## config.mk

```make
export PLATFORM = sky130hd
export DESIGN_NAME = game_ctrl
export DESIGN_NICKNAME = d
export VERILOG_FILES = /design/src/rtl/game_pkg.sv /design/src/rtl/frame_pause_timer.sv /design/src/rtl/game_ctrl.sv
export SDC_FILE = /design/constraint.sdc
export NUM_CORES = 1
export LEC_CHECK = 0
export CELL_PAD_IN_SITES_DETAIL_PLACEMENT = 0
export CELL_PAD_IN_SITES_GLOBAL_PLACEMENT = 1
export CORE_ASPECT_RATIO = 0.6
export CORE_MARGIN = 3
export CORE_UTILIZATION = 45
export DETAILED_ROUTE_END_ITERATION = 16
export DONT_BUFFER_PORTS = 1
export PLACE_DENSITY_LB_ADDON = 0.1
export SLEW_MARGIN = 40
export SYNTH_ARGS = -nofsm -noshare
export SYNTH_HDL_FRONTEND = slang
export SYNTH_SLANG_ARGS = --single-unit
```

## constraint.sdc

```tcl
create_clock -name clk -period 2 [get_ports clk]
set_input_delay 0.4 -clock clk [delete_from_list [all_inputs] [get_ports clk]]
set_output_delay 0.4 -clock clk [all_outputs]
set_load 0.005 [all_outputs]
```

## src/rtl/game_pkg.sv

```systemverilog
// Shared definitions for the breakout game blocks: state encodings and
// the wall / lives / miss-line defaults used by the sequencer, ball and VGA logic.
package game_pkg;

  typedef enum logic [2:0] {
    GS_IDLE     = 3'd0,
    GS_PLAY     = 3'd1,
    GS_LOST     = 3'd2,
    GS_READY    = 3'd3,
    GS_GAMEOVER = 3'd4,
    GS_WIN      = 3'd5
  } game_state_e;

  localparam int         DEF_NUM_BRICKS  = 12;
  localparam int         DEF_START_LIVES = 3;
  localparam logic [9:0] DEF_MISS_Y      = 10'd470;

endpackage

```

## src/rtl/frame_pause_timer.sv

```systemverilog
// Counts frame ticks while not cleared; done is high on the tick that
// brings the count to PAUSE_FRAMES, so the caller sees it one clk later.
module frame_pause_timer #(
  parameter int PAUSE_FRAMES = 60
) (
  input  logic clk,
  input  logic reset,
  input  logic clear,
  input  logic frame_tick,
  output logic done
);

  localparam int CNT_W = (PAUSE_FRAMES > 1) ? $clog2(PAUSE_FRAMES) : 1;
  localparam logic [CNT_W-1:0] LAST = CNT_W'(PAUSE_FRAMES - 1);

  logic [CNT_W-1:0] count_q;
  logic [CNT_W-1:0] count_d;

  // Next count: hold at zero while cleared, wrap back to zero on completion
  always_comb begin
    done    = frame_tick & ~clear & (count_q == LAST);
    count_d = count_q;
    if (clear || done) begin
      count_d = '0;
    end else if (frame_tick) begin
      count_d = count_q + CNT_W'(1);
    end
  end

  // Tick counter register
  always_ff @(posedge clk or posedge reset) begin
    if (reset) begin
      count_q <= '0;
    end else begin
      count_q <= count_d;
    end
  end

endmodule

```

## src/rtl/game_ctrl.sv

```systemverilog
// Breakout game sequencer: owns the game FSM, the lives / score / brick
// counters and the control strobes that drive the ball/brick datapath.
module game_ctrl
  import game_pkg::*;
#(
  parameter int         NUM_BRICKS   = DEF_NUM_BRICKS,
  parameter int         START_LIVES  = DEF_START_LIVES,
  parameter logic [9:0] MISS_Y       = DEF_MISS_Y,
  parameter logic [7:0] POINTS       = 8'd10,
  parameter int         PAUSE_FRAMES = 60
) (
  input  logic       clk,
  input  logic       reset,
  input  logic       frame_tick,
  input  logic       serve_btn,
  input  logic [9:0] ball_y,
  input  logic       brick_hit,
  output logic       ball_reset,
  output logic       ball_relaunch,
  output logic       ball_step,
  output logic [1:0] lives,
  output logic [7:0] score,
  output logic [3:0] bricks_left,
  output logic [2:0] state,
  output logic       sound_miss
);

  localparam logic [1:0] LIVES_INIT  = 2'(START_LIVES);
  localparam logic [3:0] BRICKS_INIT = 4'(NUM_BRICKS);

  game_state_e state_q, state_d;
  logic        serve_q, serve_d;
  logic [1:0]  lives_q, lives_d;
  logic [7:0]  score_q, score_d;
  logic [3:0]  bricks_q, bricks_d;
  logic        sound_miss_q, sound_miss_d;

  logic serve_edge;
  logic hit_ok;
  logic wall_clear;
  logic miss;
  logic pause_clear;
  logic pause_done;

  // Score add that pins at 255 instead of wrapping
  function automatic logic [7:0] sat_add(input logic [7:0] a, input logic [7:0] b);
    logic [8:0] sum;
    sum = {1'b0, a} + {1'b0, b};
    return sum[8] ? 8'hFF : sum[7:0];
  endfunction

  // Pause timer runs only while in LOST, so it restarts from zero on every entry
  assign pause_clear = (state_q != GS_LOST);

  frame_pause_timer #(
    .PAUSE_FRAMES(PAUSE_FRAMES)
  ) u_pause (
    .clk       (clk),
    .reset     (reset),
    .clear     (pause_clear),
    .frame_tick(frame_tick),
    .done      (pause_done)
  );

  // Play-field event decode; a hit that empties the wall takes priority over a miss
  always_comb begin
    serve_d    = serve_btn;
    serve_edge = serve_btn & ~serve_q;
    hit_ok     = brick_hit && (bricks_q != 4'd0);
    wall_clear = hit_ok && (bricks_q == 4'd1);
    miss       = (ball_y >= MISS_Y);
  end

  // Game state register
  always_ff @(posedge clk or posedge reset) begin
    if (reset) begin
      state_q <= GS_IDLE;
    end else begin
      state_q <= state_d;
    end
  end

  // Next-state logic
  always_comb begin
    state_d = state_q;
    case (state_q)
      GS_IDLE: begin
        if (serve_edge) state_d = GS_PLAY;
      end
      GS_PLAY: begin
        if (wall_clear) begin
          state_d = GS_WIN;
        end else if (miss) begin
          state_d = (lives_q <= 2'd1) ? GS_GAMEOVER : GS_LOST;
        end
      end
      GS_LOST: begin
        if (pause_done) state_d = GS_READY;
      end
      GS_READY: begin
        if (serve_edge) state_d = GS_PLAY;
      end
      GS_GAMEOVER, GS_WIN: begin
        if (serve_edge) state_d = GS_IDLE;
      end
      default: state_d = GS_IDLE;
    endcase
  end

  // Datapath strobes decoded from the registered state; step is gated live by frame_tick
  always_comb begin
    ball_reset    = 1'b0;
    ball_relaunch = 1'b0;
    ball_step     = 1'b0;
    case (state_q)
      GS_IDLE:           ball_reset    = 1'b1;
      GS_PLAY:           ball_step     = frame_tick;
      GS_LOST, GS_READY: ball_relaunch = 1'b1;
      default: ;
    endcase
  end

  // Counter updates: reload on a fresh game, hit/miss accounting in PLAY, frozen elsewhere
  always_comb begin
    lives_d      = lives_q;
    score_d      = score_q;
    bricks_d     = bricks_q;
    sound_miss_d = 1'b0;
    case (state_q)
      GS_IDLE: begin
        if (serve_edge) begin
          lives_d  = LIVES_INIT;
          score_d  = 8'd0;
          bricks_d = BRICKS_INIT;
        end
      end
      GS_PLAY: begin
        if (hit_ok) begin
          bricks_d = bricks_q - 4'd1;
          score_d  = sat_add(score_q, POINTS);
        end
        if (miss && !wall_clear) begin
          sound_miss_d = 1'b1;
          lives_d      = (lives_q != 2'd0) ? (lives_q - 2'd1) : 2'd0;
        end
      end
      default: ;
    endcase
  end

  // Counter, serve-history and sound registers
  always_ff @(posedge clk or posedge reset) begin
    if (reset) begin
      serve_q      <= 1'b0;
      lives_q      <= LIVES_INIT;
      score_q      <= 8'd0;
      bricks_q     <= BRICKS_INIT;
      sound_miss_q <= 1'b0;
    end else begin
      serve_q      <= serve_d;
      lives_q      <= lives_d;
      score_q      <= score_d;
      bricks_q     <= bricks_d;
      sound_miss_q <= sound_miss_d;
    end
  end

  assign state       = state_q;
  assign lives       = lives_q;
  assign score       = score_q;
  assign bricks_left = bricks_q;
  assign sound_miss  = sound_miss_q;

endmodule

```

==> results of run 1 <==
[placed cells by master (no fill, tap or decap), types with 2 or more instances in the layout]
cell type and n:
dfrtp_1 21, and2_1 3, o21ai_0 11, buf_4 4, mux2i_1 5, xor2_1 4
nand4_1 4, ha_1 4, nand3_1 9, clkbuf_8 3, xnor2_1 2, inv_1 11
dfstp_2 4, a21oi_1 4, nor3_1 4, a41oi_1 2, nand2_1 11, nor2_1 14
nand2b_1 3, o21ai_1 2
[cells by family (layout without fill, tap and decap cells)]
kind of cell	after synthesis	after routing	share of synthesized area, %
adders and majority gates	4	4	3.670
AOI/OAI and AO/OA	27	27	12.66
buffers and inverters	15	19	5.229
muxes	6	6	4.496
DFF	25	25	46.24
and+or+nand+nor	59	59	23.85
xor gates and xnor gates	6	6	3.853
[layer usage]
layer	vias up	GRT usage, %
met4	0	2.663
met5	-	0
met1	501	23.69
met3	2	6.481
met2	45	21.53
li1	510	-
[layout make-up]
type | count | area [sq um]
well taps | 40 | 50.05
clock inverters | 1 | 5.005
inverters | 11 | 41.29
fillers | 259 | 1237
clock buffers | 3 | 41.29
multi-input cells | 102 | 661.9
flip-flops and latches | 25 | 630.6
repair buffers | 4 | 30.03
[worst reg2reg max path: stages, from the launching register on]
cell and delay [ns]:
dfrtp_1 0.43, inv_1 0.08, ha_1 0.22, or4_1 0.56, nand3_1 0.22, mux2i_1 0.22
[cells in the mapped netlist (all sizes together) (2+ instances only)]
cell,n
nand4,4
buf,2
dfstp,4
a21oi,4
nand2b,3
xnor2,2
and3,2
o21ai,13
and2,3
nor3,5
nand2,11
inv,11
nor2,14
xor2,4
ha,4
mux2i,5
a41oi,2
dfrtp,21
nand3,10
clkbuf,2
[where the power goes]
| group | switching [uW] | total [uW] | internal, uW |
|---|---|---|---|
| Clock | 152 | 291 | 139 |
| Sequential | 231 | 914 | 683 |
| Combinational | 363 | 667 | 304 |
[final timing paths]
check                          startpoint          to  slack (ns)  cells past startpoint
max in group asynchronous           reset  sound_miss        1.35                      2
min in group clk                serve_btn     serve_q        0.16                      0
setup / recovery           bricks_left[1]    lives[0]        0.20                      5
setup reg to reg           bricks_left[1]    lives[0]        0.20                      5
hold / removal                      reset    score[0]        0.12                      1
hold reg to reg                  lives[1]    lives[0]        0.52                      2
[sequential cells by signal, indices dropped and copies added, names as in the netlist]
signal,count
bricks_left,4
lives,2
score,8
serve_q,1
sound_miss,1
state,3
u_pause.count_q,6
[metrics by stage]
stage	area, sq um	total power, uW	hold WS [ns]	worst slack, ns	util (%)
floorplan	1364	1414	0.4244	0.3295	-
global placement	1414	1559	0.4315	0.2694	52.41
detailed placement	1414	1584	0.4316	0.2240	52.41
CTS	1460	1889	0.1471	0.2017	54.13
global route	1460	2026	0.1375	0.07628	54.13
finish	1460	1872	0.1154	0.2039	54.13
==> flow_summary.json, run 1 <==
{
  "cp_max_fo": 4,
  "initialDrtViolationCount": 58,
  "critPathRequiredTime_ns": 2.20,
  "place_congestion": 0.8288,
  "synth.largest_area_cell": "dfrtp_1",
  "crit_path_max_incr_delay_ns": 0.56,
  "final_cells": 186,
  "hold_class": "in -> async",
  "rows": 14,
  "post_drt_wl_per_cell_um": 15.72,
  "area_growth_pct": 7.064,
  "rsz0062_at_grt": "no",
  "path_cells": "inv_1, ha_1, or4_1, nand3_1, mux2i_1",
  "drc": 0,
  "cts_max_level": 1,
  "syn_area_sq_um": 1364,
  "yosysWarnings": 0,
  "leakagePower_uw": 0.0006479,
  "worstMarginPinSlew_ns": 0.6843,
  "pin_count": 36,
  "slowest_stage": "or4_1",
  "slew_headroom_pct": 54.33,
  "synth.avg_cell_area_sq_um": 9.604,
  "port-buffer-count": 0,
  "maxSlewViolCount": 0,
  "grt_pass1_wl_um": 4788,
  "setup_violations": 0,
  "maxCapViolCount": 0,
  "path_class": "reg -> reg",
  "hold_viol": 0,
  "die_area_sq_um": 3749,
  "start_util_pct": 50.56,
  "postCtsHoldBufs": 0,
  "fp.dieW_um": 77.07,
  "finClkSkew_ns": 0.001854,
  "synth-seq-area-share_pct": 46.24,
  "synth-main-ff-cell": "dfrtp_1",
  "grt_util_all_layers_pct": 15.87,
  "ys_ff_latch": 25,
  "drive_above_1_share_pct": 13.01,
  "num_vias": 1058,
  "die-height_um": 48.65,
  "syn_nets": 161,
  "start_kind": "flop",
  "postRouteAntennaNets": 0,
  "placed_cells": 182,
  "finalSetupTns_ns": 0,
  "cts-buffers-inserted": 3,
  "cts_setup_buffers": 0,
  "arrival_ns": 1.99,
  "syn-instance-count": 142,
  "core_region_area_sq_um": 2698,
  "antenna_found_initial": 0,
  "wl_met1_um": 1420,
  "post_cts_resized": 0,
  "path_delay_family": "simple AND/OR/NAND/NOR gates",
  "grt_max_degree": 20,
  "cts_tree": "done",
  "top_layer": "met4",
  "viasPerCell": 5.688,
  "ir_worst_vdd_mv": 0.6526,
  "clk_latency_ns": 0.26,
  "synth_area_leaders": "dfrtp_1 (39%), dfstp_2 (7.7%), o21ai_0 (4.0%), nor2_1 (3.9%), ha_1 (3.7%)",
  "nets": 166,
  "wl_met2_um": 1177,
  "p_per_area_nw_per_um2": 1282,
  "diodes": 0,
  "netlist.area_leader.share_pct": 38.53,
  "synth-edff-count": 0,
  "period_share_pct": 89.80,
  "synth.distinct_cells": 40,
  "period_needed_ns": 1.796,
  "overflow": 0,
  "hpwl_um": 2333,
  "drt-pass1-iter-count": 4,
  "worst_setup_path_end_kind": "flop",
  "cts_sinks": 25,
  "async_flop_share_pct": 100.0,
  "grt_pass1_vias": 933,
  "root_buffer": "clkbuf_8",
  "clk_pin_slew_ns": 0.08,
  "fmax_mhz": 556.8,
  "wl_um": 2924,
  "clock_path_buffers": 2,
  "met3_wirelength_um": 309,
  "crit_buf_inv": 1,
  "status": "finished, final reports clean"
}
No activity file was read; power rests on OpenSTA's default activity.
==> run 2, diff against run 1 <==
Settings changed: GPL_ROUTABILITY_DRIVEN set to 0.
==> results of run 2 <==
Same layout as run 1: the final DEF is identical, and so are final timing and power.
